`config.mk`:
```
export PLATFORM = sky130hd
export DESIGN_NAME = nibble_serial_adder
export DESIGN_NICKNAME = d
export VERILOG_FILES = /design/src/rtl/nibble_serial_adder.sv
export SDC_FILE = /design/constraint.sdc
export NUM_CORES = 1
export LEC_CHECK = 0
export CAP_MARGIN = 20
export CORE_MARGIN = 3
export CORE_UTILIZATION = 49
export CTS_CLUSTER_SIZE = 20
export DETAILED_ROUTE_END_ITERATION = 8
export GPL_TIMING_DRIVEN = 0
export PLACE_DENSITY = 0.88
export RECOVER_POWER = 25
export SYNTH_ARGS = -nofsm -noshare
export SYNTH_HDL_FRONTEND = slang
export SYNTH_SLANG_ARGS = --single-unit
```
`constraint.sdc`:
```
create_clock -name clk -period 2.1 [get_ports clk]
set_clock_uncertainty 0.15 [all_clocks]
set_input_delay 0.525 -clock clk [delete_from_list [all_inputs] [get_ports clk]]
set_output_delay 0.525 -clock clk [all_outputs]
set_load 0.01 [all_outputs]
```
`src/rtl/nibble_serial_adder.sv`:
```
// Multi-cycle adder/subtractor that time-shares an external 4-bit ripple adder,
// processing one nibble per RUN cycle from LSB to MSB.
module nibble_serial_adder #(
  parameter int unsigned WIDTH = 16
) (
  input  logic             clk,
  input  logic             rst_n,
  input  logic             in_valid,
  output logic             in_ready,
  input  logic [WIDTH-1:0] a,
  input  logic [WIDTH-1:0] b,
  input  logic             cin,
  input  logic             sub,
  output logic             out_valid,
  input  logic             out_ready,
  output logic [WIDTH-1:0] sum,
  output logic             cout,
  output logic             ovf,
  output logic [3:0]       add_a,
  output logic [3:0]       add_b,
  output logic             add_cin,
  input  logic [3:0]       add_sum,
  input  logic             add_cout
);

  localparam int unsigned NIBBLES = WIDTH / 4;
  localparam int unsigned IDX_W   = (NIBBLES > 1) ? $clog2(NIBBLES) : 1;
  localparam logic [IDX_W-1:0] LAST_IDX = IDX_W'(NIBBLES - 1);

  typedef enum logic [1:0] {
    IDLE = 2'd0,
    RUN  = 2'd1,
    DONE = 2'd2
  } state_t;

  state_t           state;
  state_t           state_nxt;
  logic [IDX_W-1:0] idx;
  logic             carry_reg;
  logic [WIDTH-1:0] a_reg;
  logic [WIDTH-1:0] b_reg;

  // State register
  always_ff @(posedge clk or negedge rst_n) begin
    if (!rst_n) state <= IDLE;
    else        state <= state_nxt;
  end

  // Next-state logic
  always_comb begin
    state_nxt = state;
    case (state)
      IDLE:    if (in_valid) state_nxt = RUN;
      RUN:     if (idx == LAST_IDX) state_nxt = DONE;
      DONE:    if (out_ready) state_nxt = IDLE;
      default: state_nxt = IDLE;
    endcase
  end

  assign in_ready  = (state == IDLE);
  assign out_valid = (state == DONE);

  // Adder port drive; the adder is idle (all zero) outside RUN
  always_comb begin
    add_a   = 4'd0;
    add_b   = 4'd0;
    add_cin = 1'b0;
    if (state == RUN) begin
      add_a   = a_reg[{idx, 2'b00} +: 4];
      add_b   = b_reg[{idx, 2'b00} +: 4];
      add_cin = carry_reg;
    end
  end

  // Operand capture and per-nibble result accumulation.
  // Subtraction is folded in at accept time as a + ~b + 1, so RUN is mode-agnostic.
  always_ff @(posedge clk or negedge rst_n) begin
    if (!rst_n) begin
      idx       <= '0;
      carry_reg <= 1'b0;
      a_reg     <= '0;
      b_reg     <= '0;
      sum       <= '0;
      cout      <= 1'b0;
      ovf       <= 1'b0;
    end else begin
      case (state)
        IDLE: begin
          if (in_valid) begin
            a_reg     <= a;
            b_reg     <= sub ? ~b : b;
            carry_reg <= sub | cin;
            idx       <= '0;
          end
        end
        RUN: begin
          sum[{idx, 2'b00} +: 4] <= add_sum;
          carry_reg              <= add_cout;
          if (idx == LAST_IDX) begin
            idx  <= '0;
            cout <= add_cout;
            ovf  <= (a_reg[WIDTH-1] == b_reg[WIDTH-1]) && (add_sum[3] != a_reg[WIDTH-1]);
          end else begin
            idx <= idx + IDX_W'(1);
          end
        end
        default: ;
      endcase
    end
  end

endmodule

```
After elaboration in Yosys (flattened, before gate mapping)
Cells that the tools add are included.
{"block": "totals", "ff_bits": 55, "in_bits": 43, "out_inout_bits": 29, "word_cells": 45}
{"block": "op_classes", "addsub": 2, "eq_ne": 8, "n_shift": 4, "mux": 14, "bitwise_logic": 2, "reduce_logical": 7}
{"operator": "16-bit by 5-bit variable part select with 4-bit output", "n": 2}
{"operator": "16-bit bitwise mux", "n": 1}
{"operator": "16-bit 2-to-1 mux", "n": 1}
{"operator": "16-bit NOT", "n": 1}
{"operator": "4-bit by 6-bit variable shift with 16-bit output (first input constant)", "n": 1}
{"operator": "4-bit by 6-bit variable part select with 16-bit output", "n": 1}
{"operator": "2-bit 2-to-1 mux", "n": 5}
{"operator": "4-bit 2-to-1 mux", "n": 2}
{"operator": "4-bit negator with 6-bit output", "n": 1}
{"operator": "2-bit case mux with 3 select lines", "n": 1}
{"operator": "2-bit AND reduction", "n": 3}
{"operator": "2-bit == test (second input constant)", "n": 2}
{"operator": "2-bit by 1-bit != test with 1-bit output (second input constant)", "n": 2}
{"operator": "2-bit case mux with 2 select lines", "n": 1}
{"operator": "3-bit AND reduction", "n": 1}
{"operator": "2-bit by 1-bit adder with 2-bit output (second input constant)", "n": 1}
{"operator": "2-bit by 1-bit == test with 1-bit output (second input constant)", "n": 1}
{"operator": "2-bit logical NOT", "n": 1}
{"operator": "1-bit 2-to-1 mux", "n": 2}
{"operator": "2-bit != test (second input constant)", "n": 1}
{"operator": "1-bit case mux with 2 select lines", "n": 1}
{"operator": "2-bit nonzero test", "n": 1}
{"operator": "1-bit == test", "n": 1}
{"operator": "1-bit logical AND", "n": 1}
{"operator": "2 further kinds", "n": 2}

Longest topological paths before layout
Gate-level depths: netlist of run 1.
{"block": "logic_depth", "depth_word": 3, "ltp_mapped": 7, "mapped_depth_nobuf": 5}

Least setup slack after synthesis of run 1
OpenSTA, ideal clock, no wires.
{"block": "synth_path", "path_kind": "register -> output", "start": "register idx[0]", "end": "output port add_a[0]", "arrival_ns": 1.292, "path_slack_ns": 0.133, "path_stages_with_launch": 5, "n_path_buf": 2, "path_cell_list": "dfrtp_1 -> buf_6 -> buf_8 -> mux4_2 -> nor2b_1"}
{"block": "synth_via", "elab_chain_len": 2}
{"item": "start: declaration", "line_no": "38", "text": "logic [IDX_W-1:0] idx;"}
{"item": "start signal: assignment", "line_no": "104", "text": "idx <= idx + IDX_W'(1);"}
{"item": "16-bit by 5-bit variable part select with 4-bit output", "line_no": "69", "text": "add_a = a_reg[{idx, 2'b00} +: 4];"}
{"item": "4-bit 2-to-1 mux", "line_no": "68", "text": "if (state == RUN) begin"}
{"item": "end: declaration", "line_no": "19", "text": "output logic [3:0] add_a,"}
Every way passes these cells.

Final worst setup path of run 1
{"block": "layout_path", "start": "register idx[0]", "end": "output port add_b[2]"}
{"block": "layout_via", "elab_chain_len": 2}
{"item": "16-bit by 5-bit variable part select with 4-bit output", "line_no": "70", "text": "add_b = b_reg[{idx, 2'b00} +: 4];"}
{"item": "4-bit 2-to-1 mux", "line_no": "68"}
{"item": "end: declaration", "line_no": "20", "text": "output logic [3:0] add_b,"}
Every way passes these cells.

==> run summary, run 1 <==
GRT Total Usage: 21.4%
Port-buffer cells: 70
Synth warnings: 0
Post-Layout Cell Count: 404
Pins Over Slew Limit: 0
Design area: 3840 sq um
Critical Path Most Common Cell: buf_6
Final GP Congestion: 0.787
Largest net degree at the start of global routing: 31
Peak supply drop: 0.000748 V
WP buf/inv: 3
Net Sw Power: 2.06 mW
Clock share of power: 12.0%
H-Tree Depth: 2
# setup viols final: 8
Clk_lat worst skew: 0.31 ns
Reg clk slew, reported paths: 0.09 ns
Final Cycle Share: 113%
Max-capacitance violation count: 0
CTS Hold Bufs: 0
GRT met3 Usage: 4.66%
R2r setup slk: 0.02 ns
CTS tree: built
Crit-path max cell delay: 0.50 ns
Power per cell area: 1470 nW/um^2
CP Class: reg -> out
Worst hold path class: reg -> reg
Initial core utilization: 51.9%
Met1 Use GR: 26.5%
Hold Crit Start: a_reg[10]
Highest-delay cell along the critical path: mux4_2
Pleak: 1.74 nW
Placed cell count: 385
Die area: 6520 sq um
RSZ-0062 raised after global routing: yes
WP data arrival: 1.70 ns
Register area share after synthesis: 50.3%
Crit path cell chain: buf_6 > buf_12 > mux4_2 > nor2b_4 > buf_6
Setup ws final: -0.279 ns
CP delay by family, top: multiplexers
Fill count: 373
Cells after synthesis: 244
Mapped Nets: 292
Dpl hpwl: 4510 um
Placed Area: 3540 sq um
Clk root buf: clkbuf_8
First-pass GRT wire length: 10500 um
Ant. Diodes: 0
Min-Delay Path Depth: 2
Routed WL: 6590 um
Worst Setup SP: idx[0]
Sequential share of power: 32.1%
DR pass1 iterations: 4
Vias per cell: 5.31
Least-Margin Pin Slew: 1.41 ns
Layout net count: 382
Comb pwr share: 55.9%
Core region area: 5270 sq um
Die height: 80.7 um
Switch share: 36.4%
Failing checks: negative setup slack
Avg WL per Cell: 16.3 um
Vias in the first global route: 2180
Top Usage Layer GRT: met2
Reg-to-reg startpoint: idx[0]
Number of routed nets with antenna violations: 0
Die Wd: 80.7 um
Initial antenna violation count: 0
Worst setup SP type: flop
Max clock buf depth: 2
# IOs: 72
CTS sink cnt: 55
Post-synthesis area per instance: 11.2 sq um
CTS buffer count: 5
Area Growth Syn to Fin: 40.4%
Final hold violation count: 0
Total power: 5.66 mW
DRC viols: 0
Synth unique cells: 32
Hold Path End: a_reg[10]
Seq cells post-synth: 55
Layout cells sized above 1: 25.4%
Crit end category: primary output
Worst Path Max Fanout: 4
Starting DRT DRC Count: 141
Status: finished, violations left
Critical Path RT: 1.42 ns
R2r worst-path depth: 8
Slew HR: 6.10%
Final min period: 2.38 ns
Peak Freq: 420 MHz
Mapped Area: 2740 sq um
Via Count: 2145
# rows: 26
Reg-to-Reg End: sum[3]
Total grt overflow: 0
Internal power: 3.60 mW
Met2 Use GR: 36.9%
[per-layer routing]
metal / vias up / share of wire, %
met5: - / 0
met4: 0 / 2.1
met3: 13 / 6.9
met2: 93 / 51
met1: 1035 / 39
li1: 1004 / -
[repair_timing]
item                                   CTS  global route
endpoints found under the hold margin    0             0
pin swaps                                1             5
resized for setup                       50            23
buffers inserted                         7             5
setup endpoints to repair               21            23
[worst register-to-register path, cell delays in order, from the launching register on]
cell	delay [ns]
dfrtp_1	0.41
buf_6	0.14
buf_12	0.13
buf_6	0.13
inv_4	0.09
ha_4	0.15
nand3b_1	0.20
nor4b_4	0.42
a22o_1	0.20
[synth_stat cells]
cell / number / area, sq um
buf_8: 2 / 30.0
xnor2_1: 16 / 140
mux4_2: 8 / 180
o21ai_0: 6 / 30.0
nor3b_2: 1 / 12.5
nor2b_1: 8 / 50.1
and3b_1: 1 / 8.76
o41ai_1: 1 / 8.76
nand2_1: 69 / 259
nor2_1: 3 / 11.3
inv_1: 6 / 22.5
dfrtp_1: 55 / 1380
buf_6: 3 / 33.8
o21ai_2: 16 / 140
or3b_1: 1 / 8.76
nand3_2: 1 / 10.0
buf_2: 5 / 25.0
nor3_1: 1 / 5.00
nand3b_1: 4 / 30.0
nand2b_1: 4 / 25.0
clkbuf_1: 1 / 3.75
ha_1: 5 / 62.6
o31ai_1: 2 / 15.0
buf_12: 1 / 20.0
clkbuf_8: 3 / 41.3
a21oi_1: 1 / 5.00
a22o_1: 14 / 123
nor4_1: 1 / 6.26
nand3_1: 2 / 10.0
nor4_2: 1 / 12.5
o211ai_1: 1 / 7.51
nor4b_4: 1 / 23.8
[power groups by stage]
stage	Clock, mW	Combinational (mW)	Sequential (mW)
2_1_floorplan	0	1.62	1.82
3_3_place_gp	0	2.54	1.80
3_5_place_dp	0	2.62	1.84
4_1_cts	0.686	2.77	1.81
5_1_grt	0.737	3.42	1.86
6_report	0.679	3.16	1.81
[per-stage QoR]
stage	hold WS, ns	util (%)	worst slack (ns)	TNS [ns]
after floorplan	0.0794	-	0.133	0
after global placement	0.303	66.9	-1.20	-69.07
after detailed placement	0.310	67.2	-0.426	-3.57
after CTS	0.0913	70.6	-0.255	-2.08
after global routing	0.352	72.9	-0.316	-4.60
final	0.329	72.9	-0.279	-2.10
[kinds of logic after synthesis]
| logic type | synth area share, % |
|---|---|
| adder cells (fa/ha/maj) | 2.29 |
| multiplexers | 6.58 |
| flip-flops | 50.3 |
| AND/OR/NAND/NOR | 17.3 |
| buffers and inverters | 6.44 |
| AO/OA/AOI/OAI | 12.0 |
| XOR/XNOR | 5.12 |
[final cells by class]
type                            count  area [sq um]  area share (%)
Inverter                            6          25.0           0.651
Clock inverter                      1          30.0           0.782
Buffer                             15           164            4.27
Multi-Input combinational cell    168          1290            33.5
Clock buffer                        6          72.6            1.89
Timing Repair Buffer               83           798            20.8
Sequential cell                    55          1380            35.9
Tap cell                           70          87.6            2.28
[placed cells by master (no fill, tap or decap), types with 2 or more instances in the layout]
master and instances:
nand3b_1 4, buf_6 10, o21ai_0 6, nor2b_4 6, nand2_1 69, inv_1 5, nand2b_1 2, clkdlybuf4s50_1 58
clkbuf_8 8, buf_12 3, o31ai_1 2, nor2b_1 2, dfrtp_1 54, nor2_1 2, buf_2 6, dlygate4sd2_1 2
o21ai_2 16, nand3_1 2, buf_4 12, a22o_1 14, ha_1 3, clkbuf_1 3, mux4_2 8, xnor2_1 16
ha_4 2
[worst max path at each step]
| stage | endpoint | depth (start not counted) |
|---|---|---|
| 5_1_grt | add_a[3] | 5 |
| 3_5_place_dp | add_a[0] | 5 |
| 6_report | add_b[2] | 5 |
| 2_1_floorplan | add_a[0] | 4 |
| 3_3_place_gp | b_reg[5] | 1 |
| 4_1_cts | add_b[2] | 5 |
Power figures use the tool's default switching activity.
==> inputs of run 2 (changes only) <==
--- a/config.mk
+++ b/config.mk
@@ -6,12 +6,11 @@
 export NUM_CORES = 1
 export LEC_CHECK = 0
 export CAP_MARGIN = 20
-export CORE_MARGIN = 3
 export CORE_UTILIZATION = 49
 export CTS_CLUSTER_SIZE = 20
 export DETAILED_ROUTE_END_ITERATION = 8
 export GPL_TIMING_DRIVEN = 0
-export PLACE_DENSITY = 0.88
+export PLACE_DENSITY = 0.8
 export RECOVER_POWER = 25
 export SYNTH_ARGS = -nofsm -noshare
 export SYNTH_HDL_FRONTEND = slang
==> run summary, run 2 (synthesis gave the netlist of run 1 again) <==
Die area: 5890 sq um (was 6520 sq um)
Fill count: 384 (was 373)
Commonest non-fill, non-tap cells in the layout: 69 x nand2_1, 58 x clkdlybuf4s50_1, 54 x dfrtp_1, 16 x xnor2_1, 16 x o21ai_2 (unchanged)
Number of routed nets with antenna violations: 0 (unchanged)
Vias per cell: 5.21 (was 5.31)
Pre-CTS setup slack: -0.427 ns (was -0.426 ns)
Reg-to-reg startpoint: idx[0] (unchanged)
Ant. Diodes: 0 (unchanged)
Starting DRT DRC Count: 66 (was 141)
Critical Path RT: 1.42 ns (about the same)
# rows: 26 (unchanged)
# setup viols final: 8 (unchanged)
Reg area: 1380 sq um (unchanged)
Placed cell count: 385 (unchanged)
RSZ-0062 raised after global routing: yes (unchanged)
CTS tree: built (unchanged)
Vias in the first global route: 2092 (was 2180)
DRC viols: 0 (unchanged)
Clock share of power: 10.0% (was 12.0%)
Sequential share of power: 33.3% (was 32.1%)
Least-Margin Pin Slew: 1.15 ns (was 1.41 ns)
CP Class: reg -> out (unchanged)
Net Sw Power: 1.98 mW (was 2.06 mW)
Worst Path Max Fanout: 4 (unchanged)
Pleak: 1.71 nW (was 1.74 nW)
Comb pwr share: 56.7% (was 55.9%)
Via Count: 2089 (was 2145)
Crit end category: primary output (unchanged)
Final Cycle Share: 112% (was 113%)
CTS sink cnt: 55 (unchanged)
Peak Freq: 425 MHz (was 420 MHz)
Status: finished, violations left (unchanged)
Final min period: 2.35 ns (was 2.38 ns)
Initial antenna violation count: 0 (unchanged)
Worst Setup SP: idx[0] (unchanged)
CTS buffer count: 5 (unchanged)
Placed Area: 3540 sq um (unchanged)
Slew HR: 23.4% (was 6.10%)
Clk root buf: clkbuf_8 (unchanged)
Max clock buf depth: 2 (unchanged)
Routed WL: 6070 um (was 6590 um)
Port-buffer cells: 70 (unchanged)
First-pass GRT wire length: 10100 um (was 10500 um)
Final hold violation count: 0 (unchanged)
Dpl hpwl: 4270 um (was 4510 um)
Multi-input gate area: 1280 sq um (was 1290 sq um)
Power per cell area: 1430 nW/um^2 (was 1470 nW/um^2)
Failing checks: negative setup slack (unchanged)
Peak supply drop: 0.000682 V (was 0.000748 V)
Setup ws final: -0.253 ns (was -0.279 ns)
Most common cell after layout, fill and taps aside: nand2_1 (unchanged)
Post-Layout Cell Count: 401 (was 404)
Avg WL per Cell: 15.1 um (was 16.3 um)
Core region area: 5240 sq um (was 5270 sq um)
Area Growth Syn to Fin: 38.2% (was 40.4%)
WP data arrival: 1.68 ns (was 1.70 ns)
Design area: 3780 sq um (was 3840 sq um)
Worst setup SP type: flop (unchanged)
Die height: 76.7 um (was 80.7 um)
Reg clk slew, reported paths: 0.09 ns (about the same)
Internal power: 3.42 mW (was 3.60 mW)
DR pass1 iterations: 4 (unchanged)
Worst hold path class: in -> async (was reg -> reg)
GRT Total Usage: 22.4% (was 21.4%)
Initial core utilization: 52.3% (was 51.9%)
WHS: 0.267 ns (was 0.329 ns)
Die Wd: 76.7 um (was 80.7 um)
Fin Setup TNS: -1.93 ns (was -2.10 ns)
Final GP Congestion: 0.794 (was 0.787)
Layout cells sized above 1: 24.2% (was 25.4%)
Total grt overflow: 0 (unchanged)
H-Tree Depth: 2 (unchanged)
Max-capacitance violation count: 0 (unchanged)
Largest net degree at the start of global routing: 35 (was 31)
# IOs: 72 (unchanged)
Clk_lat worst skew: 0.30 ns (was 0.31 ns)
Layout net count: 380 (was 382)
Switch share: 36.7% (was 36.4%)
Pins Over Slew Limit: 0 (unchanged)
run 2: cell types whose count changed in the layout (fill, tap and decap cells not counted), sizes merged:
cell,change
clkbuf,+1
buf,-3
bufinv,-1
run 2: layer usage:
layer	vias to the layer above	GRT usage (%)	share of wire (%)
li1	1002	-	-
met1	1013	30.4	43
met2	64	36.6	51
met3	10	2.98	3.5
met4	0	8.08	1.7
met5	-	0	0
run 2: repair_timing:
item / CTS / global route
hold buffers: 0 / 0
pin swaps: 2 / 3
setup endpoints to repair: 21 / 20
buffers inserted: 6 / 4
resized for setup: 61 / 9
endpoints found under the hold margin: 0 / 0
run 2: through the flow:
stage	util, %	total power [mW]
after floorplan	-	3.44
after global placement	67.3	4.36
after detailed placement	67.6	4.45
after CTS	71.2	5.25
after global routing	72.2	5.78
final	72.2	5.40
run 2: path summary, 6_finish.rpt:
kind / end / slack [ns] / cells after the start
max: add_a[0] / -0.25 / 5
min: sum[2] / 0.27 / 1
max reg2reg: sum[11] / 0.02 / 8
min reg2reg: b_reg[11] / 0.33 / 2
max in group asynchronous: b_reg[8] / 0.37 / 2
min in group clk: b_reg[11] / 0.33 / 2
run 2: worst max-delay path: stages (launching register included):
cell and delay, ns:
dfrtp_1 0.37, buf_6 0.13, buf_12 0.11, mux4_2 0.50
nor2b_4 0.14, buf_6 0.12
run 2: power by group through the flow:
stage               clock (mW)  combinational, mW  sequential [mW]
floorplan                    0               1.62             1.82
global placement             0               2.56             1.80
detailed placement           0               2.62             1.83
CTS                      0.553               2.89             1.80
global route             0.599               3.32             1.86
finish                   0.542               3.06             1.80
run 2: final cells by class:
cell class              instances  area share [%]
plain buffers                  15            4.33
clock buffers                   6            1.92
inverters                       6           0.728
multi-input cells             168            33.8
flip-flops and latches         55            36.4
well taps                      70            2.31
repair buffers                 81            20.5
